<file path="src/rtl/if_id_stage.sv">
// IF/ID pipeline register with ID-stage hazard detection and early beq/bne resolution.
// Returns stall, branch_confirm and branch_addr to fetch, and a bubble request to ID/EX.
module if_id_stage #(
  parameter logic [31:0] NOP_INST = 32'h0000_0000,
  parameter int unsigned CNT_W    = 32
) (
  input  logic             CPUCLK,
  input  logic             reset,
  input  logic [31:0]      PC_in,
  input  logic [31:0]      PC_add_4_in,
  input  logic [31:0]      inst_from_rom,
  input  logic [31:0]      rs_data,
  input  logic [31:0]      rt_data,
  input  logic             idex_mem_read,
  input  logic             idex_reg_write,
  input  logic [4:0]       idex_write_reg,
  input  logic             exmem_mem_read,
  input  logic             exmem_reg_write,
  input  logic [4:0]       exmem_write_reg,
  input  logic [31:0]      exmem_alu_result,
  output logic [31:0]      ifid_pc,
  output logic [31:0]      ifid_pc_add_4,
  output logic [31:0]      ifid_inst,
  output logic             ifid_valid,
  output logic             stall,
  output logic             bubble_idex,
  output logic             branch_confirm,
  output logic [31:0]      branch_addr,
  output logic [CNT_W-1:0] stall_cycles,
  output logic [CNT_W-1:0] flush_count
);

  localparam logic [5:0] OP_RTYPE = 6'h00;
  localparam logic [5:0] OP_BEQ   = 6'h04;
  localparam logic [5:0] OP_BNE   = 6'h05;
  localparam logic [5:0] OP_SW    = 6'h2B;

  logic [5:0]  op;
  logic [4:0]  rs;
  logic [4:0]  rt;
  logic [15:0] imm;
  logic        is_branch;
  logic        uses_rt;
  logic        load_use_stall;
  logic        branch_stall;
  logic        idex_hits_rs;
  logic        idex_hits_rt;
  logic        exmem_hits_rs;
  logic        exmem_hits_rt;
  logic        exmem_fwd_ok;
  logic [31:0] rs_val;
  logic [31:0] rt_val;
  logic        operands_equal;

  assign op  = ifid_inst[31:26];
  assign rs  = ifid_inst[25:21];
  assign rt  = ifid_inst[20:16];
  assign imm = ifid_inst[15:0];

  // Hazard detection, operand forwarding from EX/MEM, and branch resolution
  always_comb begin
    is_branch      = (op == OP_BEQ) || (op == OP_BNE);
    uses_rt        = (op == OP_RTYPE) || is_branch || (op == OP_SW);
    idex_hits_rs   = (idex_write_reg != 5'd0) && (idex_write_reg == rs);
    idex_hits_rt   = (idex_write_reg != 5'd0) && (idex_write_reg == rt);
    exmem_hits_rs  = (exmem_write_reg != 5'd0) && (exmem_write_reg == rs);
    exmem_hits_rt  = (exmem_write_reg != 5'd0) && (exmem_write_reg == rt);

    load_use_stall = idex_mem_read && (idex_hits_rs || (uses_rt && idex_hits_rt));
    // A branch compares in ID, so an EX-stage result or a MEM-stage load is too late
    branch_stall   = is_branch &&
                     ((idex_reg_write && (idex_hits_rs || idex_hits_rt)) ||
                      (exmem_mem_read && (exmem_hits_rs || exmem_hits_rt)));
    stall          = load_use_stall || branch_stall;
    bubble_idex    = stall;

    exmem_fwd_ok   = exmem_reg_write && !exmem_mem_read;
    rs_val         = (exmem_fwd_ok && exmem_hits_rs) ? exmem_alu_result : rs_data;
    rt_val         = (exmem_fwd_ok && exmem_hits_rt) ? exmem_alu_result : rt_data;
    operands_equal = (rs_val == rt_val);

    branch_confirm = ifid_valid && is_branch && !stall &&
                     ((op == OP_BEQ) ? operands_equal : !operands_equal);
    branch_addr    = ifid_pc_add_4 + {{14{imm[15]}}, imm, 2'b00};
  end

  // Pipeline register: flush beats stall beats normal load
  always_ff @(posedge CPUCLK or posedge reset) begin
    if (reset) begin
      ifid_pc       <= 32'd0;
      ifid_pc_add_4 <= 32'd0;
      ifid_inst     <= NOP_INST;
      ifid_valid    <= 1'b0;
      stall_cycles  <= '0;
      flush_count   <= '0;
    end else if (branch_confirm) begin
      ifid_pc       <= PC_in;
      ifid_pc_add_4 <= PC_add_4_in;
      ifid_inst     <= NOP_INST;
      ifid_valid    <= 1'b0;
      if (flush_count != '1) flush_count <= flush_count + CNT_W'(1);
    end else if (stall) begin
      if (stall_cycles != '1) stall_cycles <= stall_cycles + CNT_W'(1);
    end else begin
      ifid_pc       <= PC_in;
      ifid_pc_add_4 <= PC_add_4_in;
      ifid_inst     <= inst_from_rom;
      ifid_valid    <= 1'b1;
    end
  end

endmodule

</file>
<file path="config.mk">
export PLATFORM = sky130hd
export DESIGN_NAME = if_id_stage
export DESIGN_NICKNAME = d
export VERILOG_FILES = /design/src/rtl/if_id_stage.sv
export SDC_FILE = /design/constraint.sdc
export NUM_CORES = 1
export LEC_CHECK = 0
export ABC_AREA = 1
export BUFFER_PORTS_ARGS = -buffer_cell sky130_fd_sc_hd__buf_2
export CAP_MARGIN = 0
export CORE_AREA = 2 2 159 161
export DETAILED_ROUTE_END_ITERATION = 8
export DIE_AREA = 0 0 161 163
export PLACE_DENSITY_LB_ADDON = 0.05
export SLEW_MARGIN = 20
export SYNTH_ARGS = -nofsm -noshare
export SYNTH_HDL_FRONTEND = slang
export SYNTH_SLANG_ARGS = --single-unit
</file>
<file path="constraint.sdc">
create_clock -name CPUCLK -period 10.3 [get_ports CPUCLK]
set_input_delay 2.06 -clock CPUCLK [delete_from_list [all_inputs] [get_ports CPUCLK]]
set_output_delay 2.06 -clock CPUCLK [all_outputs]
set_load 0.05 [all_outputs]
</file>
==> run metrics, run 1 <==
nets@finish 2346; Syn-to-layout area delta 23.2%; Total GRT Usage 28.7%; status finished clean; sequential share of power 34.7%; share of post-route cells with drive strength above 1 22.8%; post-synth cell types 45; Hold Fails Final Rpt 0; post-synth top area share 34.3%; CTS tree done; fin. max-slew vios 0; Syn Inst Count 1749; Slew HR 30.7%; Critical Path Start Type input pin; Synthesized Nets 1989; post-route minimum period 7840 ps; via count 12.4k; CP Data Required Time 8240 ps; most frequent cells after synthesis nand2_1, dfrtp_1, inv_1, nand3_1, nor2_1; post-CTS sizing 0; most numerous cell on the critical path nand2_1; ys async rst share 100%; MaxCap Viol Count 0; syn_area_per_cell 6.72 um^2; Area contributors post-synth dfrtp_1, nand2_1, nand3_1; Peak Freq 128 MHz; CP peak stage delay 690 ps; residual DRC count 0; cell with the most instances after synthesis nand2_1; routed wl met3 2460 um; Worst Clk Skew 15.6 ps; fin crit share 76.1%; I/O Buffers 403; H-tree levels 4; post-CTS setup buffer count 0; Root Buffer Master clkbuf_16; wire per inst 15.6 um; Initial DRT Pass Iterations 5; dpl cell area 0.0138 mm^2; TritonCTS Buffers 17; Worst EP arrival 5780 ps; Worst-Margin Slew 1040 ps; Vias/cell 5.04; sequential area share after synthesis 34.3%; starting density of the core 47.6%; worst path buffer plus inverter count 4; P_int 1180 uW; min-delay worst type reg2reg; switching power total 887 uW; vias in the first global route 11.5k; logic gate share of total power 33.7%; Synth Flop Type dfrtp_1; CTS Sinks 161; number of synthesized flops with an enable pin 0; DP HPWL 29300 um; fin area 0.0145 mm^2; maximum vdd ir drop 0.114 mV; final setup fails 0; Crit Path Max Fanout 43; Post-DRT Antenna Nets 0; Clk pwr share 31.5%; Fillers 2512; met2 wire length 18700 um; Hold-fix buffers, CTS 0; yosys warns 0; setup TNS 0 ps; DR iter-0 viols 851; initial antenna violation count 13; Max Used Layer met5; Pwr Density 143 mW/mm^2; largest net degree at the start of global routing 93; critical path class in2out; crit end category output port; Static Leak 0.00837 uW; synthesized flop and latch total 161; leading area contributor after synthesis dfrtp_1; length of routed wiring on met1 16000 um; Clock Tree Buf Depth 2; Die Wd 161 um; Post-Syn Area 0.0118 mm^2; Crit path max-delay family simple AND/OR/NAND/NOR gates; first-pass GRT wire length 60000 um; Die Y 163 um; Boundary Pins 404; final WL 38400 um; GPL Wtd Cong 0.914; Die ar. 0.0262 mm^2; CP max-delay cell nand3_2; Core Area 0.0247 mm^2; Sw Share 42.8%; crit path cell chain buf_2 -> nor2_4 -> nand3_2 -> buf_4 -> o21ai_0 -> nand2_1 -> nand2_1 -> nand2_1 -> nor2_1 -> nand2_1 -> nor2_4 -> nand3_4 -> nand3_4 -> inv_1 -> buf_2; worst skew pair latency 440 ps; RSZ-0062 raised after global routing no; clk slew on worst S/H paths 70 ps; Cell Rows 58; gr ovfl total 0
## worst min-delay path, cell delays in order (launching register included)
cell and delay [ps]:
dfrtp_1 350, nand2_1 50, nand2_1 50
## power groups by stage
| stage | Sequential, uW | Combinational [uW] | Clock (uW) |
|---|---|---|---|
| global route | 725 | 752 | 690 |
| floorplan | 863 | 366 | 0 |
| global placement | 730 | 697 | 0 |
| detailed placement | 730 | 700 | 0 |
| CTS | 719 | 701 | 667 |
| finish | 720 | 698 | 653 |
## layout make-up
cell class              instances  area (um^2)  area share [%]
clock inverters                15          189            1.31
flip-flops and latches        161         4030            27.8
well taps                     330          413            2.85
multi-input cells            1352         6690            46.2
clock buffers                  17          425            2.94
repair buffers                411         2080            14.3
diodes                         13         32.5           0.225
inverters                     163          618            4.27
## metrics by stage
stage	utilization (%)	hold slack (ps)	setup WS, ps	instances	total power (uW)
2_1_floorplan	-	760	3890	1749	1230
3_3_place_gp	56.0	459	2530	2417	1430
3_5_place_dp	56.0	462	2480	2417	1430
4_1_cts	58.5	485	2470	2449	2090
5_1_grt	58.6	507	2060	2460	2170
6_report	58.7	481	2460	2462	2070
## registers in the layout, summed over array words and instances (netlist names)
| register | count |
|---|---|
| flush_count | 32 |
| ifid_inst | 32 |
| ifid_pc | 32 |
| ifid_pc_add_4 | 32 |
| ifid_valid | 1 |
| stall_cycles | 32 |
## cell usage in the layout (no fill, tap or decap), drive strengths merged, types with 2 or more instances in the layout
| cell | Yosys | routed |
|---|---|---|
| xnor2 | 37 | 37 |
| nor2 | 80 | 80 |
| a21oi | 32 | 32 |
| xor2 | 67 | 67 |
| nand3 | 153 | 153 |
| o211ai | 2 | 2 |
| nand4 | 58 | 58 |
| buf | 50 | 411 |
| ha | 31 | 31 |
| nand2 | 778 | 778 |
| inv | 160 | 165 |
| clkinvlp | 0 | 2 |
| clkbuf | 23 | 17 |
| diode | 0 | 13 |
| clkinv | 3 | 11 |
| o21ai | 54 | 54 |
| nor3 | 29 | 29 |
| a21o | 2 | 2 |
| dfrtp | 161 | 161 |
| nor4 | 14 | 14 |
| o21bai | 2 | 2 |
| nand3b | 3 | 3 |
## path summary, 6_finish.rpt
kind	startpoint	endpoint	slack, ps	cells past startpoint
max in group asynchronous	reset	ifid_pc_add_4[17]	7020	3
min in group asynchronous	reset	stall_cycles[4]	1800	2
worst max register to register	ifid_inst[22]	stall_cycles[24]	5820	11
worst min-delay path	ifid_pc[5]	ifid_pc[5]	480	2
worst max-delay path	exmem_mem_read	branch_confirm	2460	15
worst min register to register	ifid_pc[5]	ifid_pc[5]	480	2
## routing by layer
metal / up-vias / global-route usage [%]
met5: - / 0
met4: 4 / 12.1
met3: 62 / 5.83
met2: 395 / 48.9
met1: 5679 / 35.5
li1: 6278 / -
## logic make-up after synthesis
group,after synthesis,share of synthesized area [%]
DFF,161,34.3
AOI/OAI and AO/OA,99,4.66
and+or+nand+nor,1117,41.0
adders and majority gates,32,3.47
buffers and inverters,236,8.82
xor gates and xnor gates,104,7.75
No activity file was read; power rests on OpenSTA's default activity.
==> run 2: changes to the inputs <==
--- a/config.mk
+++ b/config.mk
@@ -8,9 +8,9 @@
 export ABC_AREA = 1
 export BUFFER_PORTS_ARGS = -buffer_cell sky130_fd_sc_hd__buf_2
 export CAP_MARGIN = 0
-export CORE_AREA = 2 2 159 161
+export CORE_AREA = 2 2 158 160
 export DETAILED_ROUTE_END_ITERATION = 8
-export DIE_AREA = 0 0 161 163
+export DIE_AREA = 0 0 160 162
 export PLACE_DENSITY_LB_ADDON = 0.05
 export SLEW_MARGIN = 20
 export SYNTH_ARGS = -nofsm -noshare
==> constraint.sdc (replaced) <==
create_clock -name CPUCLK -period 7.8 [get_ports CPUCLK]
set_input_delay 1.56 -clock CPUCLK [delete_from_list [all_inputs] [get_ports CPUCLK]]
set_output_delay 1.56 -clock CPUCLK [all_outputs]
set_load 0.05 [all_outputs]
==> run 2 against run 1 <==
Compared with the run above:
- hold slack improved by 3.2 ps
- clock power rose by 32%
- total power increased by 32%
- sequential power grew 32%
- cell area barely moved
- combinational power increased by 32%
- clock skew is 2.1 ps higher
- critical path depth up 2
- die area decreased by 1.2%
- final cell count down 0.32%
- first-iteration DRC count grew 16%
- utilization up 1.3 points
- largest cell class unchanged
==> run metrics, run 2 (same netlist as run 1, synthesis figures left out) <==
Syn-to-layout area delta 23.1%; final core occ 60.0%; worst reg2reg startpoint ifid_inst[18]; RSZ-0062 raised after global routing no; setup TNS 0 ps; residual DRC count 0; worst skew pair latency 440 ps; final setup fails 0; CTS Sinks 161; Core Area 0.0241 mm^2; Worst-Margin Slew 1020 ps; R2R setup slack 3650 ps; Pwr Density 189 mW/mm^2; fin. max-slew vios 0; TritonCTS Buffers 17; Static Leak 0.00839 uW; Initial DRT Pass Iterations 7; Worst EP arrival 5260 ps; fin area 0.0145 mm^2; Hold-fix buffers, CTS 0; H-tree levels 4; hold path startpoint ifid_pc[19]; crit end category output port; highest-count cells in the layout ignoring fill and taps nand2_1, buf_2, dfrtp_1; post-CTS setup buffer count 0; Worst Clk Skew 17.7 ps; fin crit share 87.4%; dpl cell area 0.0138 mm^2; worst reg-to-reg path cell count 13; first-pass GRT wire length 61100 um; wire per inst 15.8 um; commonest non-fill, non-tap cell in the layout nand2_1; Hold Fails Final Rpt 0; starting density of the core 48.7%; Peak Freq 147 MHz; Crit. Startpoint exmem_write_reg[4]; Die Y 162 um; hold path depth 2; pre-CTS setup slack 1040 ps; largest net degree at the start of global routing 92; post-route minimum period 6820 ps; maximum vdd ir drop 0.123 mV; I/O Buffers 403; via count 12.5k; Post-DRT Antenna Nets 0; vias in the first global route 11.9k; clk slew on worst S/H paths 70 ps; Die ar. 0.0259 mm^2; setup ws final 980 ps; share of post-route cells with drive strength above 1 22.9%; status finished clean; MaxCap Viol Count 0; Crit Path Max Fanout 44; gr ovfl total 0; DP HPWL 29300 um; Cell Rows 57; reg-to-reg endpoint stall_cycles[16]; GPL Wtd Cong 0.923; post-CTS sizing 0; min-delay worst type reg2reg; Root Buffer Master clkbuf_16; Slew HR 32.1%; Clock Tree Buf Depth 2; Die Wd 160 um; initial antenna violation count 12; Vias/cell 5.10; critical path class in2out; hold endpoint ifid_pc[19]; nets@finish 2348; CTS tree done; Total GRT Usage 29.5%; final WL 38700 um; CP Data Required Time 6240 ps; Critical Path Start Type input pin; Boundary Pins 404; DR iter-0 viols 990
-- run 2: how the worst max path moves through the flow --
stage,end,slack (ps),depth (start not counted)
6_report,branch_confirm,980,17
5_1_grt,branch_confirm,570,22
4_1_cts,branch_confirm,1030,17
3_5_place_dp,branch_confirm,1040,19
3_3_place_gp,branch_confirm,1100,19
2_1_floorplan,flush_count[0],1890,1
-- run 2: worst max-delay path: stages --
cell     delay (ps)
buf_2           120
xnor2_1         180
nand2_1          80
nor2_1          130
nand3_2         630
buf_4           480
o21ai_0         170
nand2_1          70
nand2_1          60
nand2_1          50
nor2_1          110
nand2_1          90
nor2_4          160
nand3_4         390
nand3_4         600
inv_1            90
buf_2           230
-- run 2: through the flow --
step / total power, uW / cells / hold WS, ps
2_1_floorplan: 1620 / 1749 / 760
3_3_place_gp: 1880 / 2413 / 458
3_5_place_dp: 1890 / 2413 / 466
4_1_cts: 2750 / 2445 / 486
5_1_grt: 2860 / 2452 / 520
6_report: 2740 / 2454 / 484
-- run 2: per-layer routing --
| metal | wire length, um | GRT usage, % |
|---|---|---|
| met5 | 46 | 0 |
| met4 | 1560 | 13.7 |
| met3 | 2530 | 6.79 |
| met2 | 18300 | 49.6 |
| met1 | 16300 | 36.2 |
-- run 2: final cells by class --
cell class | instances | area [um^2]
Fill cell | 2405 | 9640
Antenna cell | 9 | 22.5
Inverter | 163 | 618
Clock inverter | 14 | 164
Sequential cell | 161 | 4030
Clock buffer | 18 | 439
Tap cell | 324 | 405
Multi-Input combinational cell | 1352 | 6690
Timing Repair Buffer | 413 | 2090
-- run 2: report_power, final --
group | switching [uW] | leakage (uW) | total [uW] | internal, uW
clock | 419 | 0.000292 | 860 | 441
combinational | 684 | 0.00610 | 924 | 239
sequential | 65.0 | 0.00199 | 953 | 888
==> run 3: changes to the inputs <==
--- a/config.mk
+++ b/config.mk
@@ -8,9 +8,9 @@
 export ABC_AREA = 1
 export BUFFER_PORTS_ARGS = -buffer_cell sky130_fd_sc_hd__buf_2
 export CAP_MARGIN = 0
-export CORE_AREA = 2 2 158 160
+export CORE_MARGIN = 2
+export CORE_UTILIZATION = 45
 export DETAILED_ROUTE_END_ITERATION = 8
-export DIE_AREA = 0 0 160 162
 export PLACE_DENSITY_LB_ADDON = 0.05
 export SLEW_MARGIN = 20
 export SYNTH_ARGS = -nofsm -noshare
==> run 3 against run 2 <==
Compared with the run above:
- sequential power about the same
- highest routed layer unchanged
- flip-flop and latch count unchanged
- critical path type unchanged
- maximum frequency decreased by 0.54%
- total power is 1.5% higher
- largest cell class unchanged
- die area rose by 5.8%
- global-route usage down 1.6 points
- final cell count is 0.65% higher
- critical path depth is the same
- critical endpoint unchanged
- routed wire length increased by 0.24%
- hold slack improved by 1.5 ps
==> run metrics, run 3 (same netlist as run 1, synthesis figures left out) <==
status finished clean; DP HPWL 29300 um; CP max-delay cell nand3_2; Root Buffer Master clkbuf_16; Peak Freq 146 MHz; final WL 38800 um; Die Y 166 um; Initial DRT Pass Iterations 6; first-pass GRT wire length 62400 um; min-delay worst type reg2reg; crit end category output port; placed insts 2422; commonest non-fill, non-tap cell in the layout nand2_1; Slew HR 30.0%; CP peak stage delay 720 ps; Static Leak 0.00841 uW; Worst Clk Skew 22.8 ps; CTS tree done; Boundary Pins 404; Hold Fails Final Rpt 0; clk slew on worst S/H paths 90 ps; Die Wd 166 um; H-tree levels 4; final setup fails 0; nets@finish 2346; post-CTS setup buffer count 0; Crit Path Max Fanout 47; initial antenna violation count 17; Syn-to-layout area delta 23.7%; worst path buffer plus inverter count 4; RSZ-0062 raised after global routing no; pre-CTS setup slack 953 ps; post-route minimum period 6860 ps; CTS Sinks 161; critical path class in2out; maximum vdd ir drop 0.177 mV; vias in the first global route 11.8k; Post-Layout Cell Count 2470; Hold-fix buffers, CTS 0; fin. max-slew vios 0; Critical Path Start Type input pin; fin crit share 87.9%; Total GRT Usage 27.9%; residual DRC count 0; Post-DRT Antenna Nets 0; gr ovfl total 0; CP Data Required Time 6240 ps; I/O Buffers 403; Core Area 0.0258 mm^2; via count 12.5k; Cell Rows 59; share of post-route cells with drive strength above 1 22.8%; post-CTS sizing 0; Crit path max-delay family simple AND/OR/NAND/NOR gates; largest net degree at the start of global routing 108; starting density of the core 45.5%; crit path cell chain buf_2 -> xnor2_1 -> nand2_1 -> nor2_1 -> nand3_2 -> buf_12 -> o21ai_0 -> nand2_1 -> nand2_1 -> nand2_1 -> nor2_1 -> nand2_1 -> nor2_4 -> nand3_4 -> nand3_4 -> inv_1 -> buf_2; Fin Hold WS 485 ps; TritonCTS Buffers 17; Clock Tree Buf Depth 2; GPL Wtd Cong 0.924; worst skew pair latency 450 ps; Worst-Margin Slew 1050 ps; Vias/cell 5.05; Worst EP arrival 5300 ps; MaxCap Viol Count 0; setup ws final 943 ps; DR iter-0 viols 898; most numerous cell on the critical path nand2_1; wire per inst 15.7 um; Fillers 2618; Die ar. 0.0274 mm^2; Pwr Density 191 mW/mm^2; highest-count cells in the layout ignoring fill and taps nand2_1, buf_2, dfrtp_1; setup TNS 0 ps
run 3: changes by cell type in the layout (fill, tap and decap cells not counted):
cell and change:
diode_2 +7, buf_4 -4, buf_12 +2, inv_12 +2, inv_6 -2, bufinv_16 +1, clkbuf_8 -1, clkinvlp_4 -1
inv_8 +1
run 3: cell type report:
class / count / area [um^2] / area share, %
diodes: 16 / 40.0 / 0.275
clock inverters: 15 / 210 / 1.45
flip-flops and latches: 161 / 4030 / 27.7
clock buffers: 17 / 425 / 2.93
multi-input cells: 1352 / 6690 / 46.0
well taps: 335 / 419 / 2.88
inverters: 163 / 621 / 4.27
repair buffers: 411 / 2100 / 14.5
run 3: report_power, final:
group	leakage [uW]	total [uW]	switching, uW	internal [uW]
combinational	0.00611	917	678	239
clock	0.000308	909	437	472
sequential	0.00199	952	64.2	888
total	0.00841	2780	1180	1600
run 3: tightest hold or removal path, delay by kind of cell, from the launching register on:
kind	cells	cell delay, ps
flops	1	350
simple gates	2	100
run 3: metal layers:
metal	vias up	part of all wire (%)	track usage [%]
li1	6277	-	-
met1	5703	43	35.9
met2	428	48	46.6
met3	50	6.9	6.38
met4	4	2.4	8.66
met5	-	0.067	0
run 3: stage by stage:
| step | util, % | power (uW) | area [um^2] |
|---|---|---|---|
| 2_1_floorplan | - | 1620 | 11800 |
| 3_3_place_gp | 53.6 | 1880 | 13900 |
| 3_5_place_dp | 53.6 | 1880 | 13900 |
| 4_1_cts | 56.1 | 2800 | 14500 |
| 5_1_grt | 56.2 | 2910 | 14500 |
| 6_report | 56.3 | 2780 | 14500 |
run 3: worst paths after layout:
check | depth (start not counted) | startpoint | slack, ps | endpoint
setup / recovery | 17 | exmem_write_reg[4] | 940 | branch_confirm
hold / removal | 2 | ifid_pc[2] | 490 | ifid_pc[2]
setup reg to reg | 13 | ifid_inst[19] | 3440 | stall_cycles[16]
hold reg to reg | 2 | ifid_pc[2] | 490 | ifid_pc[2]
max in group asynchronous | 3 | reset | 5290 | ifid_pc_add_4[17]
min in group asynchronous | 2 | reset | 1270 | stall_cycles[4]
